<file path="config.mk">
export PLATFORM = sky130hd
export DESIGN_NAME = mant_mult_norm
export DESIGN_NICKNAME = d
export VERILOG_FILES = /design/src/rtl/mant_mult_norm.sv
export SDC_FILE = /design/constraint.sdc
export NUM_CORES = 1
export LEC_CHECK = 0
export ABC_AREA = 1
export CAP_MARGIN = 10
export CORE_MARGIN = 8
export CORE_UTILIZATION = 53
export DETAILED_ROUTE_END_ITERATION = 8
export HOLD_SLACK_MARGIN = 0.1
export MAX_ROUTING_LAYER = met4
export PLACE_DENSITY_LB_ADDON = 0.15
export SYNTH_ARGS = -nofsm -noshare
export SYNTH_HDL_FRONTEND = slang
export SYNTH_SLANG_ARGS = --single-unit
</file>
<file path="constraint.sdc">
create_clock -name clk -period 6 [get_ports clk]
set_clock_uncertainty 0.05 [all_clocks]
set_input_delay 0.6 -clock clk [delete_from_list [all_inputs] [get_ports clk]]
set_output_delay 0.6 -clock clk [all_outputs]
set_load 0.005 [all_outputs]
</file>
<file path="src/rtl/mant_mult_norm.sv">
`default_nettype none
// +----------------------------------------------------------------------------+
// | mant_mult_norm                                                             |
// | Iterative 24x24 significand multiplier with single-cycle normalization.    |
// | Rev 1.0 - initial release                                                  |
// +----------------------------------------------------------------------------+
module mant_mult_norm #(
  parameter int BITS_PER_CYCLE = 1
) (
  input  logic        clk,
  input  logic        rst,
  input  logic [23:0] a_mant,
  input  logic [23:0] b_mant,
  input  logic        a_sign,
  input  logic        b_sign,
  input  logic        in_valid,
  output logic        in_ready,
  output logic [23:0] mantissa_round_input,
  output logic        pipe_guard,
  output logic        pipe_sticky,
  output logic        pipe_sign,
  output logic        norm_shift,
  output logic        out_valid,
  input  logic        out_ready
);

  localparam int         c_iters = 24 / BITS_PER_CYCLE;
  localparam logic [4:0] c_last  = 5'(c_iters - 1);

  localparam logic [1:0] c_idle = 2'd0;
  localparam logic [1:0] c_mult = 2'd1;
  localparam logic [1:0] c_norm = 2'd2;
  localparam logic [1:0] c_done = 2'd3;

  logic [1:0]  r_state;
  logic [47:0] r_acc;
  logic [47:0] r_a_sh;
  logic [23:0] r_b_sh;
  logic [4:0]  r_cnt;
  logic        r_sign;

  logic [23:0] r_mant;
  logic        r_guard;
  logic        r_sticky;
  logic        r_sign_out;
  logic        r_norm_shift;

  logic [47:0] w_term [BITS_PER_CYCLE];
  logic [47:0] w_sum;
  logic [23:0] w_mant;
  logic        w_guard;
  logic        w_sticky;
  logic        w_shift;

  // A is pre-shifted to the weight of the current multiplier chunk, so each
  // partial product only needs the small intra-chunk offset gi.
  generate
    for (genvar gi = 0; gi < BITS_PER_CYCLE; gi++) begin : g_term
      assign w_term[gi] = r_b_sh[gi] ? (r_a_sh << gi) : 48'd0;
    end
  endgenerate

  always_comb begin
    w_sum = r_acc;
    for (int i = 0; i < BITS_PER_CYCLE; i++) begin
      w_sum = w_sum + w_term[i];
    end
  end

  // Product of two [1,2) significands lies in [1,4); bit 47 selects the range.
  always_comb begin
    w_mant   = 24'd0;
    w_guard  = 1'b0;
    w_sticky = 1'b0;
    w_shift  = 1'b0;
    if (r_acc[47]) begin
      w_mant   = r_acc[47:24];
      w_guard  = r_acc[23];
      w_sticky = |r_acc[22:0];
      w_shift  = 1'b1;
    end else begin
      w_mant   = r_acc[46:23];
      w_guard  = r_acc[22];
      w_sticky = |r_acc[21:0];
      w_shift  = 1'b0;
    end
  end

  always_ff @(posedge clk) begin
    if (!rst) begin
      r_state      <= c_idle;
      r_acc        <= 48'd0;
      r_a_sh       <= 48'd0;
      r_b_sh       <= 24'd0;
      r_cnt        <= 5'd0;
      r_sign       <= 1'b0;
      r_mant       <= 24'd0;
      r_guard      <= 1'b0;
      r_sticky     <= 1'b0;
      r_sign_out   <= 1'b0;
      r_norm_shift <= 1'b0;
    end else begin
      case (r_state)
        c_idle: begin
          if (in_valid) begin
            r_a_sh  <= {24'd0, a_mant};
            r_b_sh  <= b_mant;
            r_sign  <= a_sign ^ b_sign;
            r_acc   <= 48'd0;
            r_cnt   <= 5'd0;
            r_state <= c_mult;
          end
        end
        c_mult: begin
          r_acc  <= w_sum;
          r_a_sh <= r_a_sh << BITS_PER_CYCLE;
          r_b_sh <= r_b_sh >> BITS_PER_CYCLE;
          r_cnt  <= r_cnt + 5'd1;
          if (r_cnt == c_last) begin
            r_state <= c_norm;
          end
        end
        c_norm: begin
          r_mant       <= w_mant;
          r_guard      <= w_guard;
          r_sticky     <= w_sticky;
          r_norm_shift <= w_shift;
          r_sign_out   <= r_sign;
          r_state      <= c_done;
        end
        c_done: begin
          if (out_ready) begin
            r_state <= c_idle;
          end
        end
        default: r_state <= c_idle;
      endcase
    end
  end

  assign in_ready             = (r_state == c_idle);
  assign out_valid            = (r_state == c_done);
  assign mantissa_round_input = r_mant;
  assign pipe_guard           = r_guard;
  assign pipe_sticky          = r_sticky;
  assign pipe_sign            = r_sign_out;
  assign norm_shift           = r_norm_shift;

endmodule
`default_nettype wire

</file>
==> results of run 1 <==
routing by layer:
layer / vias to the layer above / global-route usage, % / wire length [um] / part of all wire (%)
met5: - / - / 0 / 0
met4: 0 / 9.21 / 726 / 2.3
met3: 43 / 4.53 / 2130 / 6.7
met2: 326 / 40.0 / 13900 / 43
met1: 4945 / 37.1 / 15300 / 48
li1: 5773 / - / - / -
worst max path at each step:
stage,startpoint,endpoint,cells past startpoint
floorplan,r_b_sh[0]$_SDFFE_PN0P_,r_acc[39]$_SDFFE_PN0P_,15
global placement,r_state[1]$_SDFFE_PN0P_,r_acc[46]$_SDFFE_PN0P_,8
detailed placement,r_state[1]$_SDFFE_PN0P_,r_acc[46]$_SDFFE_PN0P_,8
CTS,r_state[1]$_SDFFE_PN0P_,r_acc[41]$_SDFFE_PN0P_,9
global route,r_state[1]$_SDFFE_PN0P_,r_acc[31]$_SDFFE_PN0P_,9
finish,r_state[1]$_SDFFE_PN0P_,r_acc[46]$_SDFFE_PN0P_,8
state kept, by name, summed over array words and instances, names as in the netlist:
| name | cells |
|---|---|
| pipe_sign | 1 |
| r_sign | 1 |
| mantissa_round_input | 24 |
| r_state | 2 |
| r_acc | 48 |
| r_cnt | 5 |
| pipe_guard | 1 |
| pipe_sticky | 1 |
| norm_shift | 1 |
| r_b_sh | 24 |
| r_a_sh | 48 |
worst min-delay path, cell delays in order, from the launching register on:
cell and delay (ns):
dfxtp_1 0.31, nand2_1 0.06, a21oi_1 0.05
layout make-up:
type	count	area (um2)
inverters	309	1160
multi-input cells	1283	6180
clock buffers	18	429
fillers	2062	7750
well taps	270	338
clock inverters	14	150
repair buffers	92	906
flip-flops and latches	156	3120
power by group through the flow:
stage	Sequential (uW)	Clock (uW)	Combinational, uW
after floorplan	1360	0	815
after global placement	1400	0	1160
after detailed placement	1400	0	1180
after CTS	1380	1090	1190
after global routing	1410	1140	1330
final	1390	1080	1180
metrics by stage:
step | total power [uW] | setup slack [ns] | cells | cell area (um2) | util, %
finish | 3640 | 2.84 | 2142 | 12300 | 61.3
CTS | 3660 | 2.82 | 2142 | 12300 | 61.3
detailed placement | 2580 | 2.86 | 2110 | 11700 | 58.4
global route | 3880 | 2.51 | 2142 | 12300 | 61.3
global placement | 2560 | 2.91 | 2110 | 11700 | 58.4
floorplan | 2170 | 3.71 | 1815 | 10700 | -
cell families after synthesis:
logic type / share of synthesized area, %
and+or+nand+nor: 37.8
buffers and inverters: 13.3
AOI/OAI and AO/OA: 13.3
DFF: 29.1
adders and majority gates: 6.25
xor gates and xnor gates: 0.163
cell usage in the layout (no fill, tap or decap), types with 6 or more instances in the layout:
cell type	instances
inv_8	6
a31oi_1	47
clkbuf_16	17
ha_1	51
nor2_2	19
o211ai_1	24
nand4_1	13
buf_4	8
inv_2	12
o21ai_0	62
nor2_1	74
or2_2	17
inv_1	294
a21oi_1	110
nor3_1	6
clkdlybuf4s50_1	82
dfxtp_1	156
nand2_2	9
nor4_1	7
nand2_1	701
nand3_1	106
==> results.md, run 1 <==
* Number of synthesized flops with an enable pin at 0
* Clock Sinks at 156
* All-Layer GR Usage at 27.2%
* Critical path arrival at 3.47 ns
* Synth cell count leaders: nand2_1, inv_1, dfxtp_1
* Row count at 52
* Combinational power share at 32.4%
* Die area at around 25000 um2
* Area growth syn-to-layout at 14.6%
* Power Dens Cells at 296 nW/um2
* Post-DRT Antenna Nets at 0
* IO Count at between 80 and 90
* FMAX at 0.316 GHz
* Top cell type by total area after synthesis: dfxtp_1
* Worst Path Max Fanout at 50
* Pre-antenna DRT Iters at 5
* Clock edge transition at the registers on the reported setup and hold paths at around 0.070 ns
* Worst setup EP type: flip-flop
* Vias per cell at 5.18
* Slew Limit Fails at 0
* Clk root buf: clkbuf_16
* Min Clock Period, post-route at 3.16 ns
* Switching share of total power at 39.4%
* Synthesized area at about 11000 um2
* Clock power share at about 30%
* Worst path cell trace: inv_1 -> ha_1 -> buf_4 -> inv_2 -> nor2_4 -> buf_12 -> nand3_1 -> a21oi_1
* Sum Neg Setup Slack at 0 ns
* Synth Flop Type: dfxtp_1
* Hold endpoint: r_b_sh[23]$_SDFFE_PN0P_
* IO buf count at 83
* Setup bufs post-CTS at 0
* Initial Util at 53.5%
* Final net count at 1966
* Cell family with most CP delay: buffers and inverters
* H-tree Lvls at 4
* Outcome: completed
* Final setup vio count at 0
* Tightest Pin Transition at 1.01 ns
* Internal power at 2210 uW
* Die Width at 158 um
* Setup CP Type: flip-flop to flip-flop
* Die Ht at 158 um
* Post-route DRC at 0
* Fin crit share at 52.7%
* Final hold violation count at 0
* GRT overflow at 0
* Hold Crit Depth at 2
* Crit path buf inv count at 4
* Hold/Removal Path Class: flip-flop to flip-flop
* Number of gates resized after CTS at 0
* Cts hold-fix bufs at 0
* DR iter-0 viols at 825
* Largest net degree at the start of global routing at 98
* Slew HR at 32.4%
* Post-synthesis area per instance at 5.91 um2
* Share of cells above drive strength 1 at 5.98%
* CTS Buf Count at 17
* Yosys reg bits at 156
* Asr flop ratio synth at 0%
* Vias in the first global route at between 10000 and 15000
* End of the worst register-to-register path: r_acc[46]$_SDFFE_PN0P_
* Vias at 11100
* Slowest-stage cell, CP: nor2_4
* Total net switching power at 1430 uW
* Routed WL at 32000 um
* Antenna cell count at 0
* Min-delay src: r_b_sh[23]$_SDFFE_PN0P_
* Post-DP HPWL at 24300 um
* Distinct cell type count after synthesis at 39
* Wire per inst at 14.9 um
* Worst skew pair latency at approximately 0.44 ns
* Syn. warnings at 0
* Worst endpoint required time at 6.31 ns
* Worst R2R Start: r_state[1]$_SDFFE_PN0P_
* Most common cell in the netlist: nand2_1
* Crit path largest cell delay at 0.91 ns
* Hold_ws at 0.418 ns
* Worst vdd ir at 0.202 mV
* Synthesized Nets at 1922
* Sequential Power Share at 38.0%
* CP startpoint kind: flip-flop
* TritonCTS clock tree: built
* Post-synth top area share at ~29%
* RSZ-0062 raised after global routing: false
* Core area at 20000 um2
* First-pass GRT wire length at 52300 um
* Post-synthesis instance total at ~1800
* R2R Setup Slk at 2.84 ns
* Area contributors post-synth: dfxtp_1, nand2_1, inv_1
* Bufs on Longest Clock Path at 2
* LEAKAGE at 0.00620 uW
* Max-cap viol count at 0
* Gpl congestion at about 1
* Worst R2R Path Depth at 8
* Sequential element share of the synthesized area at 29.1%
* Initial antenna violation count at 0
Note: power is estimated with default switching activity, not from simulation.
==> inputs of run 2 (changes only) <==
Clock period 6 ns to 2.7 ns, I/O delays scaled along.
==> results.md, run 2 (synthesized netlist as in run 1, its figures left out) <==
* Gpl congestion at 1.02 (+1.6%)
* Outcome: completed
* Min Clock Period, post-route at 2.60 ns (-0.563 ns)
* Row count at 52 (unchanged)
* Initial antenna violation count at 0 (unchanged)
* Worst setup EP type: flip-flop
* Setup CP Type: flip-flop to flip-flop
* Setup WS post-layout at 0.0987 ns (-2.74 ns)
* Routed WL at 33500 um (+4.5%)
* Area growth syn-to-layout at 17.0%
* CP startpoint kind: flip-flop
* Met1 wire length at 16000 um (+4.7%)
* Most frequent cells in the layout: nand2_1, inv_1, dfxtp_1
* Worst vdd ir at 0.637 mV (+210%)
* All-Layer GR Usage at 28.1% (+0.92 points)
* Final hold violation count at 0 (unchanged)
* Total net switching power at 3230 uW (+130%)
* Combinational power share at 32.8% (+0.4 points)
* Critical path arrival at 2.92 ns (-0.55 ns)
* Worst skew pair latency at 0.44 ns (about the same)
* Bufs on Longest Clock Path at 2 (unchanged)
* TritonCTS clock tree: built
* Leading cell type in the layout, fill and taps excluded: nand2_1
* DR iter-0 viols at 915 (+11%)
* Vias in the first global route at 10600 (+4.1%)
* Switching share of total power at 38.0% (-1.4 points)
* Fin crit share at 96.3% (+44 points)
* Sequential Power Share at 36.3% (-1.7 points)
* Vias at 11300 (+1.8%)
* Hold/Removal Path Class: primary input to flip-flop
* Sum Neg Setup Slack at 0 ns (unchanged)
* Vias per cell at 5.24 (+1.3%)
* Worst R2R Path Depth at 15 (+7)
* Internal power at 5280 uW (+140%)
* Max-cap viol count at 0 (unchanged)
* IO buf count at 83 (unchanged)
* Clock edge transition at the registers on the reported setup and hold paths at 0.07 ns (about the same)
* Share of cells above drive strength 1 at 7.27% (+1.3 points)
* CTS Buf Count at 17 (unchanged)
* Largest net degree at the start of global routing at 93 (-5.1%)
* RSZ-0062 raised after global routing: false
* Wire per inst at 15.5 um (+3.9%)
* Die Ht at 158 um (unchanged)
* Die area at 25000 um2 (unchanged)
* Biggest regs: r_a_sh: 48 flops, r_acc: 48 flops
* Clock Sinks at 156 (unchanged)
* Post-DRT Antenna Nets at 0 (unchanged)
* Clock power share at 30.9% (+1.3 points)
* Final setup vio count at 0 (unchanged)
* Die Width at 158 um (unchanged)
* Top Metal Used: met4
* Core area at 20000 um2 (unchanged)
* Worst endpoint required time at 3.02 ns (-3.29 ns)
* Post-route DRC at 0 (unchanged)
* Post-DP HPWL at 25300 um (+4.2%)
* WL met3 at 2120 um (-0.38%)
* Critical path's most frequent cell: nand2_1
* Slew HR at 51.3% (+19 points)
* Clk root buf: clkbuf_16
* First-pass GRT wire length at 53700 um (+2.7%)
* LEAKAGE at 0.00632 uW (+1.9%)
* FILL cells at 2059 (-0.15%)
* Crit path largest cell delay at 0.38 ns (-0.53 ns)
* Worst Path Max Fanout at 24 (-52%)
* IO Count at 84 (unchanged)
* Setup bufs post-CTS at 0 (unchanged)
* Slew Limit Fails at 0 (unchanged)
* Initial Util at 53.5% (unchanged)
* Final net count at 1979 (+0.66%)
* Slowest-stage cell, CP: dfxtp_4
* Power Dens Cells at 679 nW/um2 (+130%)
* Worst path cell trace: buf_12 -> nand2_1 -> inv_1 -> ha_1 -> nand2_2 -> inv_1 -> nand2_1 -> nand2_1 -> a21oi_1 -> nand2_2 -> nand2_1 -> nand3_1 -> nand2_1 -> nand3_1 -> a21oi_1
* FMAX at 0.384 GHz (+22%)
* GRT overflow at 0 (unchanged)
* Pre-antenna DRT Iters at 6 (+1)
* Hold Crit Depth at 3 (+1)
* H-tree Lvls at 4 (unchanged)
* Pre-CTS WS at 0.0263 ns (-2.83 ns)
* Tightest Pin Transition at 0.730 ns (-0.282 ns)
* Met2 WL at 14300 um (+3.4%)
* Antenna cell count at 0 (unchanged)
run 2: cell types whose count changed in the layout (fill, tap and decap cells not counted), moves of 2 or more:
cell	change
buf_4	+9
nand2_1	-4
nand2_2	+4
buf_12	+3
bufinv_16	+3
inv_8	-3
ha_1	-2
inv_6	+2
nand3_1	-2
nand3_2	+2
nor2_1	-2
nor2_4	+2
run 2: critical path: cells and delay by family, from the launching register on:
kind | cells | cell delay [ns]
buffers and inverters | 3 | 0.29
and+or+nand+nor | 9 | 1.11
AOI/OAI and AO/OA | 2 | 0.34
adders and majority gates | 1 | 0.36
DFF | 1 | 0.38
run 2: stage by stage:
stage / total power, uW / utilization, % / hold WS (ns) / instance area, um2 / instances
6_report: 8520 / 62.6 / 0.349 / 12500 / 2154
5_1_grt: 8990 / 62.6 / 0.360 / 12500 / 2154
4_1_cts: 8480 / 62.2 / 0.340 / 12500 / 2153
3_5_place_dp: 5870 / 59.1 / 0.413 / 11800 / 2122
3_3_place_gp: 5830 / 59.1 / 0.402 / 11800 / 2122
2_1_floorplan: 4830 / - / 0.380 / 10700 / 1815
run 2: per-layer routing:
layer | vias to the layer above | global-route usage, %
li1 | 5790 | -
met1 | 5083 | 37.8
met2 | 367 | 41.4
met3 | 52 | 4.48
met4 | 0 | 11.2
met5 | - | -
run 2: worst paths after layout:
check,start,to,slack [ns]
worst max register to register,r_b_sh[0]$_SDFFE_PN0P_,r_acc[30]$_SDFFE_PN0P_,0.1
worst max-delay path,r_b_sh[0]$_SDFFE_PN0P_,r_acc[30]$_SDFFE_PN0P_,0.1
worst min-delay path,a_mant[10],r_a_sh[10]$_SDFFE_PN0P_,0.35
worst min register to register,norm_shift$_SDFFE_PN0P_,norm_shift$_SDFFE_PN0P_,0.42
run 2: cell type report:
cell class | count | area [um2] | area share, %
clock buffer | 17 | 425 | 3.39
clock inverter | 14 | 200 | 1.60
inverter | 309 | 1160 | 9.25
multi-input combinational | 1283 | 6240 | 49.7
sequential | 156 | 3130 | 24.9
tap | 270 | 338 | 2.69
timing repair buffer | 105 | 1060 | 8.44
run 2: power by group through the flow:
| stage | sequential (uW) | clock [uW] | combinational, uW |
|---|---|---|---|
| 2_1_floorplan | 3010 | 0 | 1810 |
| 5_1_grt | 3140 | 2730 | 3120 |
| 3_5_place_dp | 3110 | 0 | 2750 |
| 4_1_cts | 3070 | 2650 | 2760 |
| 3_3_place_gp | 3120 | 0 | 2710 |
| 6_report | 3090 | 2630 | 2790 |
run 2: repair_timing:
action / in CTS / in global routing
resized for setup: 1 / 14
setup endpoints to repair: 1 / 28
cloned: 0 / 1
hold buffers: 0 / 0
